### src/rtl/wb_obi_pkg.sv
// Shared types, constants and sizing helpers for the Wishbone-to-OBI bridge.
package wb_obi_pkg;

  typedef logic [1:0] state_t;

  localparam state_t ST_IDLE = 2'd0;
  localparam state_t ST_REQ  = 2'd1;
  localparam state_t ST_RESP = 2'd2;
  localparam state_t ST_DONE = 2'd3;

  localparam int unsigned DEFAULT_TIMEOUT_CYCLES = 255;
  localparam int unsigned TIMEOUT_CNT_W          = $clog2(DEFAULT_TIMEOUT_CYCLES + 1);

  function automatic int unsigned be_width(input int unsigned data_width);
    return data_width / 8;
  endfunction

  // A disabled timeout (0) still needs a legal one-bit counter width.
  function automatic int unsigned cnt_width(input int unsigned timeout_cycles);
    return (timeout_cycles == 0) ? 1 : $clog2(timeout_cycles + 1);
  endfunction

endpackage

### src/rtl/wb_obi_timeout.sv
// Saturating wait counter: clears on request, counts while enabled and
// flags expiry once the count has reached LIMIT.
module wb_obi_timeout
  import wb_obi_pkg::*;
#(
  parameter int unsigned LIMIT = DEFAULT_TIMEOUT_CYCLES,
  parameter int unsigned CNT_W = TIMEOUT_CNT_W
) (
  input  logic clk,
  input  logic rst,
  input  logic clr_i,
  input  logic en_i,
  output logic expired_o
);

  localparam logic [CNT_W-1:0] LIMIT_C = CNT_W'(LIMIT);

  logic [CNT_W-1:0] cnt_q, cnt_d;

  always_comb begin
    cnt_d = cnt_q;
    if (clr_i) begin
      cnt_d = '0;
    end else if (en_i && (cnt_q != LIMIT_C)) begin
      cnt_d = cnt_q + CNT_W'(1);
    end
  end

  always_ff @(posedge clk or posedge rst) begin
    if (rst) begin
      cnt_q <= '0;
    end else begin
      cnt_q <= cnt_d;
    end
  end

  assign expired_o = en_i && (cnt_q == LIMIT_C);

endmodule

### src/rtl/wb_to_obi_bridge.sv
// Wishbone classic responder that issues one OBI initiator transaction per
// transfer, tracking aborts and timing out so a dead target cannot hang the bus.
module wb_to_obi_bridge
  import wb_obi_pkg::*;
#(
  parameter int unsigned ADDR_WIDTH     = 32,
  parameter int unsigned DATA_WIDTH     = 32,
  parameter int unsigned TIMEOUT_CYCLES = 255
) (
  input  logic                    clk,
  input  logic                    rst,
  input  logic                    wb_cyc_i,
  input  logic                    wb_stb_i,
  input  logic                    wb_we_i,
  input  logic [ADDR_WIDTH-1:0]   wb_addr_i,
  input  logic [DATA_WIDTH-1:0]   wb_data_i,
  input  logic [DATA_WIDTH/8-1:0] wb_sel_i,
  output logic [DATA_WIDTH-1:0]   wb_data_o,
  output logic                    wb_ack_o,
  output logic                    wb_err_o,
  output logic                    obi_req_o,
  input  logic                    obi_gnt_i,
  output logic [ADDR_WIDTH-1:0]   obi_addr_o,
  output logic                    obi_we_o,
  output logic [DATA_WIDTH/8-1:0] obi_be_o,
  output logic [DATA_WIDTH-1:0]   obi_wdata_o,
  input  logic                    obi_rvalid_i,
  input  logic [DATA_WIDTH-1:0]   obi_rdata_i,
  input  logic                    obi_err_i,
  output logic                    busy_o
);

  localparam int unsigned BE_W  = be_width(DATA_WIDTH);
  localparam int unsigned CNT_W = cnt_width(TIMEOUT_CYCLES);

  state_t                state_q, state_d;
  logic                  abort_q, abort_d;
  logic                  ack_q, ack_d;
  logic                  err_q, err_d;
  logic [DATA_WIDTH-1:0] rdata_q, rdata_d;
  logic [ADDR_WIDTH-1:0] addr_q;
  logic                  we_q;
  logic [BE_W-1:0]       be_q;
  logic [DATA_WIDTH-1:0] wdata_q;
  logic                  latch;
  logic                  aborting;
  logic                  tmo_clr, tmo_en, tmo_expired;

  // An abort seen in the current cycle counts just like one already recorded.
  assign aborting = abort_q | ~wb_cyc_i;

  always_comb begin
    state_d = state_q;
    abort_d = abort_q;
    ack_d   = 1'b0;
    err_d   = 1'b0;
    rdata_d = rdata_q;
    latch   = 1'b0;
    case (state_q)
      ST_IDLE: begin
        if (wb_cyc_i && wb_stb_i) begin
          state_d = ST_REQ;
          abort_d = 1'b0;
          latch   = 1'b1;
        end
      end
      ST_REQ: begin
        abort_d = aborting;
        if (obi_gnt_i) begin
          state_d = ST_RESP;
        end else if (tmo_expired) begin
          state_d = aborting ? ST_IDLE : ST_DONE;
          err_d   = ~aborting;
          abort_d = 1'b0;
        end
      end
      ST_RESP: begin
        abort_d = aborting;
        if (obi_rvalid_i) begin
          abort_d = 1'b0;
          if (aborting) begin
            state_d = ST_IDLE;
          end else begin
            state_d = ST_DONE;
            ack_d   = ~obi_err_i;
            err_d   = obi_err_i;
            if (!we_q) begin
              rdata_d = obi_rdata_i;
            end
          end
        end else if (tmo_expired) begin
          state_d = aborting ? ST_IDLE : ST_DONE;
          err_d   = ~aborting;
          abort_d = 1'b0;
        end
      end
      default: begin
        state_d = ST_IDLE;
      end
    endcase
  end

  always_ff @(posedge clk or posedge rst) begin
    if (rst) begin
      state_q <= ST_IDLE;
      abort_q <= 1'b0;
      ack_q   <= 1'b0;
      err_q   <= 1'b0;
      rdata_q <= '0;
      addr_q  <= '0;
      we_q    <= 1'b0;
      be_q    <= '0;
      wdata_q <= '0;
    end else begin
      state_q <= state_d;
      abort_q <= abort_d;
      ack_q   <= ack_d;
      err_q   <= err_d;
      rdata_q <= rdata_d;
      if (latch) begin
        addr_q  <= wb_addr_i;
        we_q    <= wb_we_i;
        be_q    <= wb_sel_i;
        wdata_q <= wb_data_i;
      end
    end
  end

  assign tmo_clr = (state_d != state_q);
  assign tmo_en  = (state_q == ST_REQ) || (state_q == ST_RESP);

  if (TIMEOUT_CYCLES == 0) begin : g_no_timeout
    assign tmo_expired = 1'b0;
  end else begin : g_timeout
    wb_obi_timeout #(
      .LIMIT(TIMEOUT_CYCLES),
      .CNT_W(CNT_W)
    ) u_timeout (
      .clk      (clk),
      .rst      (rst),
      .clr_i    (tmo_clr),
      .en_i     (tmo_en),
      .expired_o(tmo_expired)
    );
  end

  assign wb_data_o   = rdata_q;
  assign wb_ack_o    = ack_q;
  assign wb_err_o    = err_q;
  assign obi_req_o   = (state_q == ST_REQ);
  assign obi_addr_o  = addr_q;
  assign obi_we_o    = we_q;
  assign obi_be_o    = be_q;
  assign obi_wdata_o = wdata_q;
  assign busy_o      = (state_q != ST_IDLE);

endmodule

### config.mk
export PLATFORM = sky130hd
export DESIGN_NAME = wb_to_obi_bridge
export DESIGN_NICKNAME = d
export VERILOG_FILES = /design/src/rtl/wb_obi_pkg.sv /design/src/rtl/wb_obi_timeout.sv /design/src/rtl/wb_to_obi_bridge.sv
export SDC_FILE = /design/constraint.sdc
export NUM_CORES = 1
export LEC_CHECK = 0
export ABC_AREA = 1
export CORE_ASPECT_RATIO = 1.5
export CORE_UTILIZATION = 45
export CTS_CLUSTER_DIAMETER = 80
export DETAILED_ROUTE_END_ITERATION = 10
export GPL_ROUTABILITY_DRIVEN = 0
export GPL_TIMING_DRIVEN = 0
export PLACE_DENSITY = 0.87
export SLEW_MARGIN = 20
export SYNTH_ARGS = -nofsm -noshare
export SYNTH_HDL_FRONTEND = slang
export SYNTH_HIERARCHICAL = 1
export SYNTH_SLANG_ARGS = --single-unit
export TNS_END_PERCENT = 50
### constraint.sdc
create_clock -name clk -period 9.6 [get_ports clk]
set_input_delay 0.96 -clock clk [delete_from_list [all_inputs] [get_ports clk]]
set_output_delay 0.96 -clock clk [all_outputs]
set_load 0.02 [all_outputs]
==> results.cfg, run 1 <==
[run_status]
outcome = complete, no violations

[routing]
vias_per_cell = 4.87
met1_length_um = 4130
dr.pass1.iters = 4
avgRoutedWirePerCell_um = 16.3
dr_wl_met3_um = 889
drt_wl_total_um = 11900
ant_nets = 0
drt_first_iter_violations = 82
routed.top_layer = met4
drc = 0
dr_total_vias = 3577
routed-wl-met2_um = 6740

[pwr]
leakagePower_nw = 3.47
p_per_area_nw_per_um2 = 350
peakVddDrop_mv = 0.191

[logic_synthesis]
ys_ff_latch = 114
synth_top_family_by_area = multiplexers
syn_inst = 348
synthMuxAreaShare_pct = 24.9
synth-adder-area-share_pct = 1.32
yosysSeqAreaShare_pct = 60.4
synth_compound_area_share_pct = 1.24
synthXorXnorAreaFrac_pct = 0.927
yosysWarnings = 6
synthesis.nets = 461
syn_area_sq_um = 4730
synth_cell_type_count = 23
synthSimpleGateAreaFrac_pct = 7.57
synthesis.area_per_instance_sq_um = 13.6

[cts]
insertion_delay_ns = 0.41
numCtsBuffers = 17
cts_tree = yes
post_cts_buffers = 0
cts_hold_buf = 0
cts-root-buf = clkbuf_16
ctsResizeCount = 0
cts.clk_slew.worst_paths_ns = 0.05
cts.htree.levels = 4
cts_max_path_buffers = 2
cts.sinks = 114

[sta]
slew_viol_final = 0
fmax_ghz = 0.345
relSlewSlack_pct = 69.3
fin_ws_ns = 6.70
tns_ns = 0
tightest_slew_ns = 0.461
grt_setup_unrepaired = false
holdWs_ns = 0.483
finalSetupViolCount = 0
period_share_pct = 30.2
finalHoldViolCount = 0
clock_skew_ns = 0.00865
fin_crit_ns = 2.90

[critical_path]
setup.worst_path.end_class = primary output
cp_top_family = buffers and inverters
crit_path_start_kind = flop
cp_num_buf_inv = 3
worstPathRequired_ns = 8.64
crit_path_max_fanout = 5
cp_common_cell = inv_1
slowest_delay_ns = 0.61
path_cells = inv_1, ha_1, inv_1, clkdlybuf4s50_1
critPathSlowestCell = clkdlybuf4s50_1
arrival_ns = 1.94
crit_type = reg -> out

[min_path]
hold_path.class = reg -> reg

[grt]
first_global_vias = 3876
grt_pass1_wl_um = 18800
grt_max_degree = 61
antenna_found_initial = 0
grtUsageTotal_pct = 23.0
grt_overflow = 0

[flow_run]
max_cap_violations = 0

[cells_and_area]
final_area_sq_um = 7700
nFillCells = 630
synthToLayoutAreaGrowth_pct = 62.9
mostFrequentLayoutCells = 212 x clkdlybuf4s50_1, 114 x dfrtp_1, 61 x mux2_2
fin_nets = 693
multi_input_area_sq_um = 1700
diodes = 0
fin_cells = 734
ff_latch_area_sq_um = 2850
layout_commonest_cell = clkdlybuf4s50_1
drive_gt1_share_pct = 21.4

[placement]
dp.cells = 702
dp_hpwl_um = 8750
placed_cell_area_sq_um = 7060
pre_cts_ws_ns = 6.86
portBuffers = 212

[floorplan]
die-area_sq_um = 10900
die_w_um = 85.7
io_pins = 213
die_y_um = 128
core_sq_um = 10200
fp-row-count = 45
start_util_pct = 46.4
[logic make-up (layout without fill, tap and decap cells)]
family                   after synthesis  after routing
buffers and inverters                 35            280
flip-flops                           114            114
AND/OR/NAND/NOR                       77             77
multiplexers                         101            101
adder cells (fa/ha/maj)                5              5
XOR/XNOR                               5              5
AO/OA/AOI/OAI                         11             11
[stage by stage]
step	util (%)	power, mW
final	75.5	2.70
after global routing	75.5	2.82
after CTS	75.5	2.72
after detailed placement	69.2	2.03
after global placement	68.9	1.99
after floorplan	-	1.44
[worst paths after layout]
check	start	to	slack [ns]	depth (start not counted)
min reg2reg	wb_data_o[19]	wb_data_o[19]	0.48	1
min	wb_data_o[19]	wb_data_o[19]	0.48	1
min in group asynchronous	rst	g_timeout.u_timeout/cnt_q[6]	0.97	2
max in group asynchronous	rst	wb_data_o[2]	7.97	3
max	state_q[0]	busy_o	6.70	4
max reg2reg	state_q[0]	g_timeout.u_timeout/cnt_q[5]	6.96	14
[power breakdown]
| part | leakage, nW | internal, mW | total, mW | switching (mW) |
|---|---|---|---|---|
| clock network | 0.313 | 0.461 | 0.672 | 0.211 |
| registers | 1.40 | 0.706 | 0.824 | 0.118 |
| logic | 1.76 | 0.623 | 1.20 | 0.576 |
[per-layer routing]
metal	track usage, %	vias to the layer above
met5	0	-
met4	8.43	0
met3	8.33	17
met2	43.3	159
met1	22.6	1760
li1	-	1641
[area by class of cell]
class | instances | area share [%]
repair buffers | 213 | 27.9
inverters | 25 | 1.28
plain buffers | 10 | 1.06
multi-input cells | 199 | 22.1
flip-flops and latches | 114 | 37.1
clock inverters | 9 | 1.97
well taps | 141 | 2.29
clock buffers | 23 | 6.34
[state kept, by name, summed over array words and instances, names as in the netlist]
signal                     cells
abort_q                        1
wb_data_o                     32
wb_err_o                       1
obi_addr_o                    32
obi_we_o                       1
state_q                        2
wb_ack_o                       1
obi_be_o                       4
obi_wdata_o                   32
g_timeout.u_timeout/cnt_q      8
[synth_stat cells, drive strengths merged]
library cell	instances	area share, %
ha	5	1.3
nor2	13	1.6
nand3	17	1.8
mux2	101	25
buf	10	1.7
nand2	45	3.9
o21ai	3	0.32
nand3b	1	0.16
xor2	4	0.74
a21oi	8	0.93
nor3b	1	0.16
dfrtp	114	60
inv	25	2.0
xnor2	1	0.19
No activity file was read; power rests on OpenSTA's default activity.
==> inputs of run 2 (changes only) <==
CORE_UTILIZATION = 38   (was 45)
PLACE_DENSITY = 0.78   (was 0.87)
clock period = 2.4 ns   (was 9.6 ns; I/O delays follow)
==> results.cfg, run 2 (synthesis results as in run 1) <==
[cts]
insertion_delay_ns = 0.40
cts_max_path_buffers = 2
cts_hold_buf = 0
cts.htree.levels = 4
cts.clk_slew.worst_paths_ns = 0.06
cts_tree = yes
cts-root-buf = clkbuf_16
cts.sinks = 114
numCtsBuffers = 17

[cells_and_area]
utilization_pct = 64.6
drive_gt1_share_pct = 22.8
fin_nets = 696
synthToLayoutAreaGrowth_pct = 65.2
final_area_sq_um = 7810
layout_commonest_cell = clkdlybuf4s50_1
mostFrequentLayoutCells = 212 x clkdlybuf4s50_1, 113 x dfrtp_1, 61 x mux2_2
diodes = 0
fin_cells = 749

[sta]
finalHoldViolCount = 0
fin_crit_ns = 2.20
grt_setup_unrepaired = false
fin_ws_ns = 0.198
fmax_ghz = 0.454
finalSetupViolCount = 0
period_share_pct = 91.8
relSlewSlack_pct = 76.8
clock_skew_ns = 0.00880
tightest_slew_ns = 0.348
slew_viol_final = 0

[critical_path]
reg2reg_from = state_q[1]
crit_path_start = state_q[1]
path_cells = inv_1, ha_4, inv_1, nor2_2, nand3_1, nand3_1, nand3_1, nand2_1, nand2_1, nand2_1, nand3_4, nor2_2, nand2_1, nand2_1
crit_path_max_fanout = 6
arrival_ns = 2.53
slowest_delay_ns = 0.41
worstPathRequired_ns = 2.73
critPathSlowestCell = dfrtp_2
setup.worst_path.end_class = flop
cp_top_family = simple AND/OR/NAND/NOR gates
crit_path_start_kind = flop
crit_type = reg -> reg
cp_common_cell = nand2_1
cp_num_buf_inv = 2

[routing]
drc = 0
dr.pass1.iters = 4
drt_first_iter_violations = 59
vias_per_cell = 4.73
ant_nets = 0
dr_total_vias = 3543
drt_wl_total_um = 12100
avgRoutedWirePerCell_um = 16.1

[grt]
grt_max_degree = 36
first_global_vias = 3984
grt_overflow = 0
antenna_found_initial = 0
grt_pass1_wl_um = 19700
grtUsageTotal_pct = 20.0

[floorplan]
die-area_sq_um = 12900
io_pins = 213
start_util_pct = 39.1
die_y_um = 139
die_w_um = 93.1
core_sq_um = 12100
fp-row-count = 49

[placement]
portBuffers = 212
dp_hpwl_um = 9060
placed_cell_area_sq_um = 7100
pre_cts_ws_ns = -0.0860
dp.cells = 716

[pwr]
p_per_area_nw_per_um2 = 1410
leakagePower_nw = 3.50
peakVddDrop_mv = 0.733

[flow_run]
max_cap_violations = 0

[run_status]
outcome = complete, no violations

[min_path]
hold_path.class = in -> async
run 2: routing by layer:
layer	up-vias	global-route usage (%)	share of wire [%]
li1	1646	-	-
met1	1734	20.1	36
met2	144	37.6	56
met3	19	5.76	5.9
met4	0	7.85	2.2
met5	-	0	0
run 2: area by class of cell:
type                            instances  area, sq um
Multi-Input combinational cell        199         1730
Tap cell                              153          191
Buffer                                 10         81.3
Fill cell                             907         4270
Clock buffer                           20          457
Inverter                               25          100
Clock inverter                         12          204
Sequential cell                       114         2850
Timing Repair Buffer                  216         2190
run 2: final timing paths:
| kind | end | slack [ns] | cells past startpoint |
|---|---|---|---|
| setup / recovery | g_timeout.u_timeout/cnt_q[1] | 0.20 | 14 |
| hold / removal | state_q[0] | 0.17 | 2 |
| setup reg to reg | g_timeout.u_timeout/cnt_q[1] | 0.20 | 14 |
| hold reg to reg | wb_data_o[7] | 0.48 | 1 |
| max in group asynchronous | obi_wdata_o[28] | 1.54 | 4 |
| min in group clk | wb_data_o[10] | 0.43 | 2 |
run 2: report_power, final:
part / total, mW / switching (mW) / internal, mW
sequential: 3.29 / 0.463 / 2.82
combinational: 4.91 / 2.36 / 2.56
clock: 2.78 / 0.873 / 1.90
run 2: per-stage QoR:
stage	power (mW)	setup TNS, ns	hold slack (ns)
floorplan	5.76	0	0.0557
global placement	7.98	-15.85	0.466
detailed placement	8.13	-0.520	0.474
CTS	11.0	0	0.156
global route	11.5	0	0.178
finish	11.0	0	0.168
run 2: what timing repair did:
action | 4_1_cts | 5_1_grt
gates resized for setup | 5 | 4
pin swaps | 0 | 1
endpoints found under the setup margin | 7 | 8
buffers inserted | 0 | 1
==> inputs of run 3 (changes only) <==
REMOVE_ABC_BUFFERS = 1   (was default)
==> results.cfg, run 3 (synthesis results as in run 1) <==
[run_status]
outcome = complete, no violations

[placement]
pre_cts_ws_ns = -0.0717
portBuffers = 212
placed_cell_area_sq_um = 7020
dp_hpwl_um = 8480

[cells_and_area]
multi_input_area_sq_um = 1740
fin_nets = 685
diodes = 0
ff_latch_area_sq_um = 2860
utilization_pct = 63.7
final_area_sq_um = 7690
nFillCells = 905
drive_gt1_share_pct = 21.6
mostFrequentLayoutCells = 212 x clkdlybuf4s50_1, 112 x dfrtp_1, 61 x mux2_2
layout_commonest_cell = clkdlybuf4s50_1
synthToLayoutAreaGrowth_pct = 62.7

[grt]
grt_max_degree = 65
grt_pass1_wl_um = 18700
grt_overflow = 0
grtUsageTotal_pct = 19.0
antenna_found_initial = 2
first_global_vias = 3866

[floorplan]
die_w_um = 93.1
die_y_um = 139
start_util_pct = 39.1
die-area_sq_um = 12900
core_sq_um = 12100
io_pins = 213
fp-row-count = 49

[sta]
tightest_slew_ns = 0.528
fin_crit_ns = 2.22
relSlewSlack_pct = 64.7
fmax_ghz = 0.450
finalSetupViolCount = 0
finalHoldViolCount = 0
period_share_pct = 92.6
grt_setup_unrepaired = true
clock_skew_ns = 0.00774
slew_viol_final = 0
fin_ws_ns = 0.178

[flow_run]
max_cap_violations = 0

[cts]
cts_hold_buf = 0
cts_max_path_buffers = 2
insertion_delay_ns = 0.40
cts_tree = yes
cts.htree.levels = 4
cts-root-buf = clkbuf_16
cts.sinks = 114
cts.clk_slew.worst_paths_ns = 0.05
numCtsBuffers = 17

[critical_path]
r2r_setup_slack_ns = 0.18
reg2reg_from = state_q[0]
worst-r2r-cell-count = 14
crit_path_start_kind = flop
setup.worst_path.end_class = flop
crit_type = reg -> reg
worstReg2RegEnd = g_timeout.u_timeout/cnt_q[1]
crit_path_max_fanout = 5
worstPathRequired_ns = 2.73
arrival_ns = 2.55

[routing]
dr_total_vias = 3526
dr.pass1.iters = 4
drt_first_iter_violations = 100
ant_nets = 0
drc = 0
avgRoutedWirePerCell_um = 15.9
drt_wl_total_um = 11700
vias_per_cell = 4.78

[pwr]
leakagePower_nw = 3.44
p_per_area_nw_per_um2 = 1410
peakVddDrop_mv = 0.865

[min_path]
hold_path.class = in -> async
==> run 3: cell types whose count changed in the layout (fill, tap and decap cells not counted), moves of 2 or more <==
| cell | change |
|---|---|
| clkinv_2 | +2 |
| buf_6 | -5 |
| clkbuf_8 | +2 |
| buf_12 | -2 |
| clkinv_4 | -4 |
| buf_2 | -5 |
==> run 3: layout make-up <==
type / count / share of cell area (%)
clock buffers: 21 / 6.25
repair buffers: 214 / 28.2
well taps: 153 / 2.49
multi-input cells: 200 / 22.6
inverters: 25 / 1.29
flip-flops and latches: 114 / 37.1
clock inverters: 10 / 2.02
==> run 3: how the worst max path moves through the flow <==
stage                          start                      endpoint  slack [ns]  cells after the start
after floorplan                  rst                       abort_q       -0.63                      1
after global placement           rst                obi_addr_o[13]       -2.20                      2
after detailed placement  state_q[0]  g_timeout.u_timeout/cnt_q[4]       -0.07                     14
after CTS                 state_q[1]  g_timeout.u_timeout/cnt_q[3]        0.02                     14
after global routing      state_q[0]  g_timeout.u_timeout/cnt_q[0]       0.003                     14
final                     state_q[0]  g_timeout.u_timeout/cnt_q[1]        0.18                     14
==> run 3: repair_timing <==
item	in CTS	in global routing
endpoints found under the setup margin	7	40
resized for setup	4	5
cloned	0	1
setup buffers	0	0
pin swaps	0	1
==> run 3: power breakdown <==
group          internal [mW]  switching (mW)
Sequential              2.83           0.470
Clock                   1.83           0.853
Combinational           2.52            2.31
==> run 3: per-stage QoR <==
stage / power (mW) / instances / hold WS [ns] / TNS, ns
CTS: 10.9 / 736 / 0.206 / 0
floorplan: 5.73 / 338 / 0.0557 / -66.66
global route: 11.4 / 737 / 0.238 / 0
detailed placement: 8.10 / 705 / 0.475 / -0.400
global placement: 7.96 / 703 / 0.468 / -254.13
finish: 10.8 / 737 / 0.215 / 0
==> run 3: routing by layer <==
layer,up-vias,track usage [%],wire length (um)
met5,-,0,14
met4,2,7.94,250
met3,21,8.77,1050
met2,159,33.0,6210
met1,1724,19.4,4170
li1,1620,-,-
==> run 3: worst max-delay path: stages, from the launching register on <==
cell and delay, ns:
dfrtp_2 0.40, inv_1 0.12, ha_4 0.32, inv_1 0.09, nor2_2 0.18, nand3_1 0.17, nand3_1 0.11, nand3_1 0.06
nand2_1 0.08, nand2_1 0.07, nand2_1 0.09, nand3_2 0.15, nor2_4 0.18, nand2_1 0.06, nand2_1 0.06
==> RTL edit: new RTL, flow settings as in run 2 <==
Make the reset (`rst`) synchronous in 2 clocked blocks.
--- a/src/rtl/wb_obi_timeout.sv
+++ b/src/rtl/wb_obi_timeout.sv
@@ -27,5 +27,5 @@
   end
 
-  always_ff @(posedge clk or posedge rst) begin
+  always_ff @(posedge clk) begin
     if (rst) begin
       cnt_q <= '0;
--- a/src/rtl/wb_to_obi_bridge.sv
+++ b/src/rtl/wb_to_obi_bridge.sv
@@ -101,5 +101,5 @@
   end
 
-  always_ff @(posedge clk or posedge rst) begin
+  always_ff @(posedge clk) begin
     if (rst) begin
       state_q <= ST_IDLE;
Formal check against the unedited RTL: differs if rst is asserted again (counterexample within 4 cycles, from zero or initial values and one cycle with rst high); with rst held inactive, the same outputs for 10 cycles.
==> RTL edit against run 2 <==
Synthesized area down 0.66%. First-iteration DRC count rose to 3.2 times the old value. Synthesized cell count up 68%. Routed wire length up 22%. Worst setup slack worse by 0.066 ns. Cell area down 1.7%. Sequential cell count unchanged. Maximum frequency down 2.9%. Sequential share of layout area down 6.7 points. Critical path depth up 3.
Power is not compared: it rests on default switching activity, and its combinational part moved more than twofold at a synthesized area within 25%.
==> RTL edit: results (changes against run 2) <==
Synth Area in XOR/XNOR - 0% (-0.93 points)
NumNets Final - 930 (+34%)
First-pass GRT wire length - 23000 um (+17%)
Hold Path Class - input port to flip-flop
Critical Path Fanout Max - 9 (+3)
Placed Instance Area - 7010 um2 (-1.3%)
Asr flop ratio synth - 0% (-100 points)
Vias/cell - 4.96 (+4.9%)
Net Count, Synth - 699 (+52%)
Distinct cells, synth - 30 (+30%)
Compound-Gate Fraction of Synth Area - 14.3% (+13 points)
Vias in the first global route - 4792 (+20%)
Worst-Margin Slew - 0.696 ns (+0.349 ns)
Sequential-to-total area share from yosys stat - 48.6% (-12 points)
Multiplexer area fraction after synthesis - 0% (-25 points)
1st-iter DRT viols - 187 (+220%)
Routed wire length - 14700 um (+22%)
Synth top area cells - dfxtp_1 49%, nand2_1 8.5%, nand3_1 6.5%, a21oi_1 6.3%, nor2_1 6.2%
Cells after DPL - 951 (+33%)
Synth Area in Adders - 1.33% (+0.0088 points)
Largest net degree at the start of global routing - 17 (-53%)
HPWL Detailed - 10900 um (+21%)
Detailed Routing Iterations Pass 1 - 5 (+1)
FILL cells - 1014 (+12%)
Status - complete, no violations
DR WL/cell - 15.0 um (-6.9%)
Layout cell share with drive strength beyond 1 - 15.3% (-7.5 points)
Clock Skew - 0.00524 ns (-0.00356 ns)
Post-Place Worst Slack - -0.150 ns (-0.0638 ns)
RTL edit: path summary, 6_finish.rpt:
kind,startpoint,cells past startpoint,endpoint,slack (ns)
max,state_q[1],17,g_timeout.u_timeout/cnt_q[5],0.13
min,wb_addr_i[24],3,obi_addr_o[24],0.41
max reg2reg,state_q[1],17,g_timeout.u_timeout/cnt_q[5],0.13
min reg2reg,obi_addr_o[31],2,obi_addr_o[31],0.46
RTL edit: through the flow:
| step | power (mW) | util, % |
|---|---|---|
| after detailed placement | 3.25 | 58.3 |
| after global placement | 3.21 | 58.3 |
| after floorplan | 2.72 | - |
| after CTS | 5.84 | 63.5 |
| final | 5.81 | 63.8 |
| after global routing | 6.06 | 63.8 |
RTL edit: per-layer routing:
metal  track usage (%)  up-vias  part of all wire, %
met1              24.0     2235                   38
li1                  -     2392                    -
met4              12.5        0                  4.6
met2              40.4      193                   52
met5                 0        -                    0
met3              6.00       60                  5.2
RTL edit: cells by family (layout without fill, tap and decap cells):
logic type	count (synthesis)	after routing
AND/OR/NAND/NOR	279	279
AO/OA/AOI/OAI	118	118
flip-flops	114	114
buffers and inverters	70	314
adder cells (fa/ha/maj)	5	5
RTL edit: cell type report:
cell class                 count  area share (%)
clock buffer                  17            5.54
multi-input combinational    402            27.4
buffer                        41            3.25
clock inverter                15            2.40
tap                          153            2.50
sequential                   114            29.8
inverter                      29            1.47
timing repair buffer         212            27.6
RTL edit: power groups by stage:
stage	logic [mW]	registers (mW)	clock network (mW)
after global placement	1.12	2.10	0
after CTS	1.16	2.06	2.62
after detailed placement	1.14	2.10	0
after global routing	1.26	2.08	2.72
final	1.16	2.07	2.58
after floorplan	0.514	2.21	0
RTL edit: critical path, stage by stage, from the launching register on:
cell and delay [ns]:
dfxtp_2 0.38, inv_1 0.11, ha_4 0.28, buf_6 0.13, inv_2 0.05, nor2_4 0.14
nand3_2 0.12, nand2_1 0.08, nand2_1 0.06, nand3_1 0.14, nand2_1 0.10, nand2_1 0.08
nand2_1 0.05, inv_1 0.07, nand2_2 0.09, nor2_8 0.14, nand2_1 0.07, a21oi_1 0.11
RTL edit: what timing repair did:
action | 4_1_cts | 5_1_grt
buffers inserted | 0 | 0
endpoints found under the setup margin | 9 | 8
pin swaps | 0 | 1
resized for setup | 8 | 9
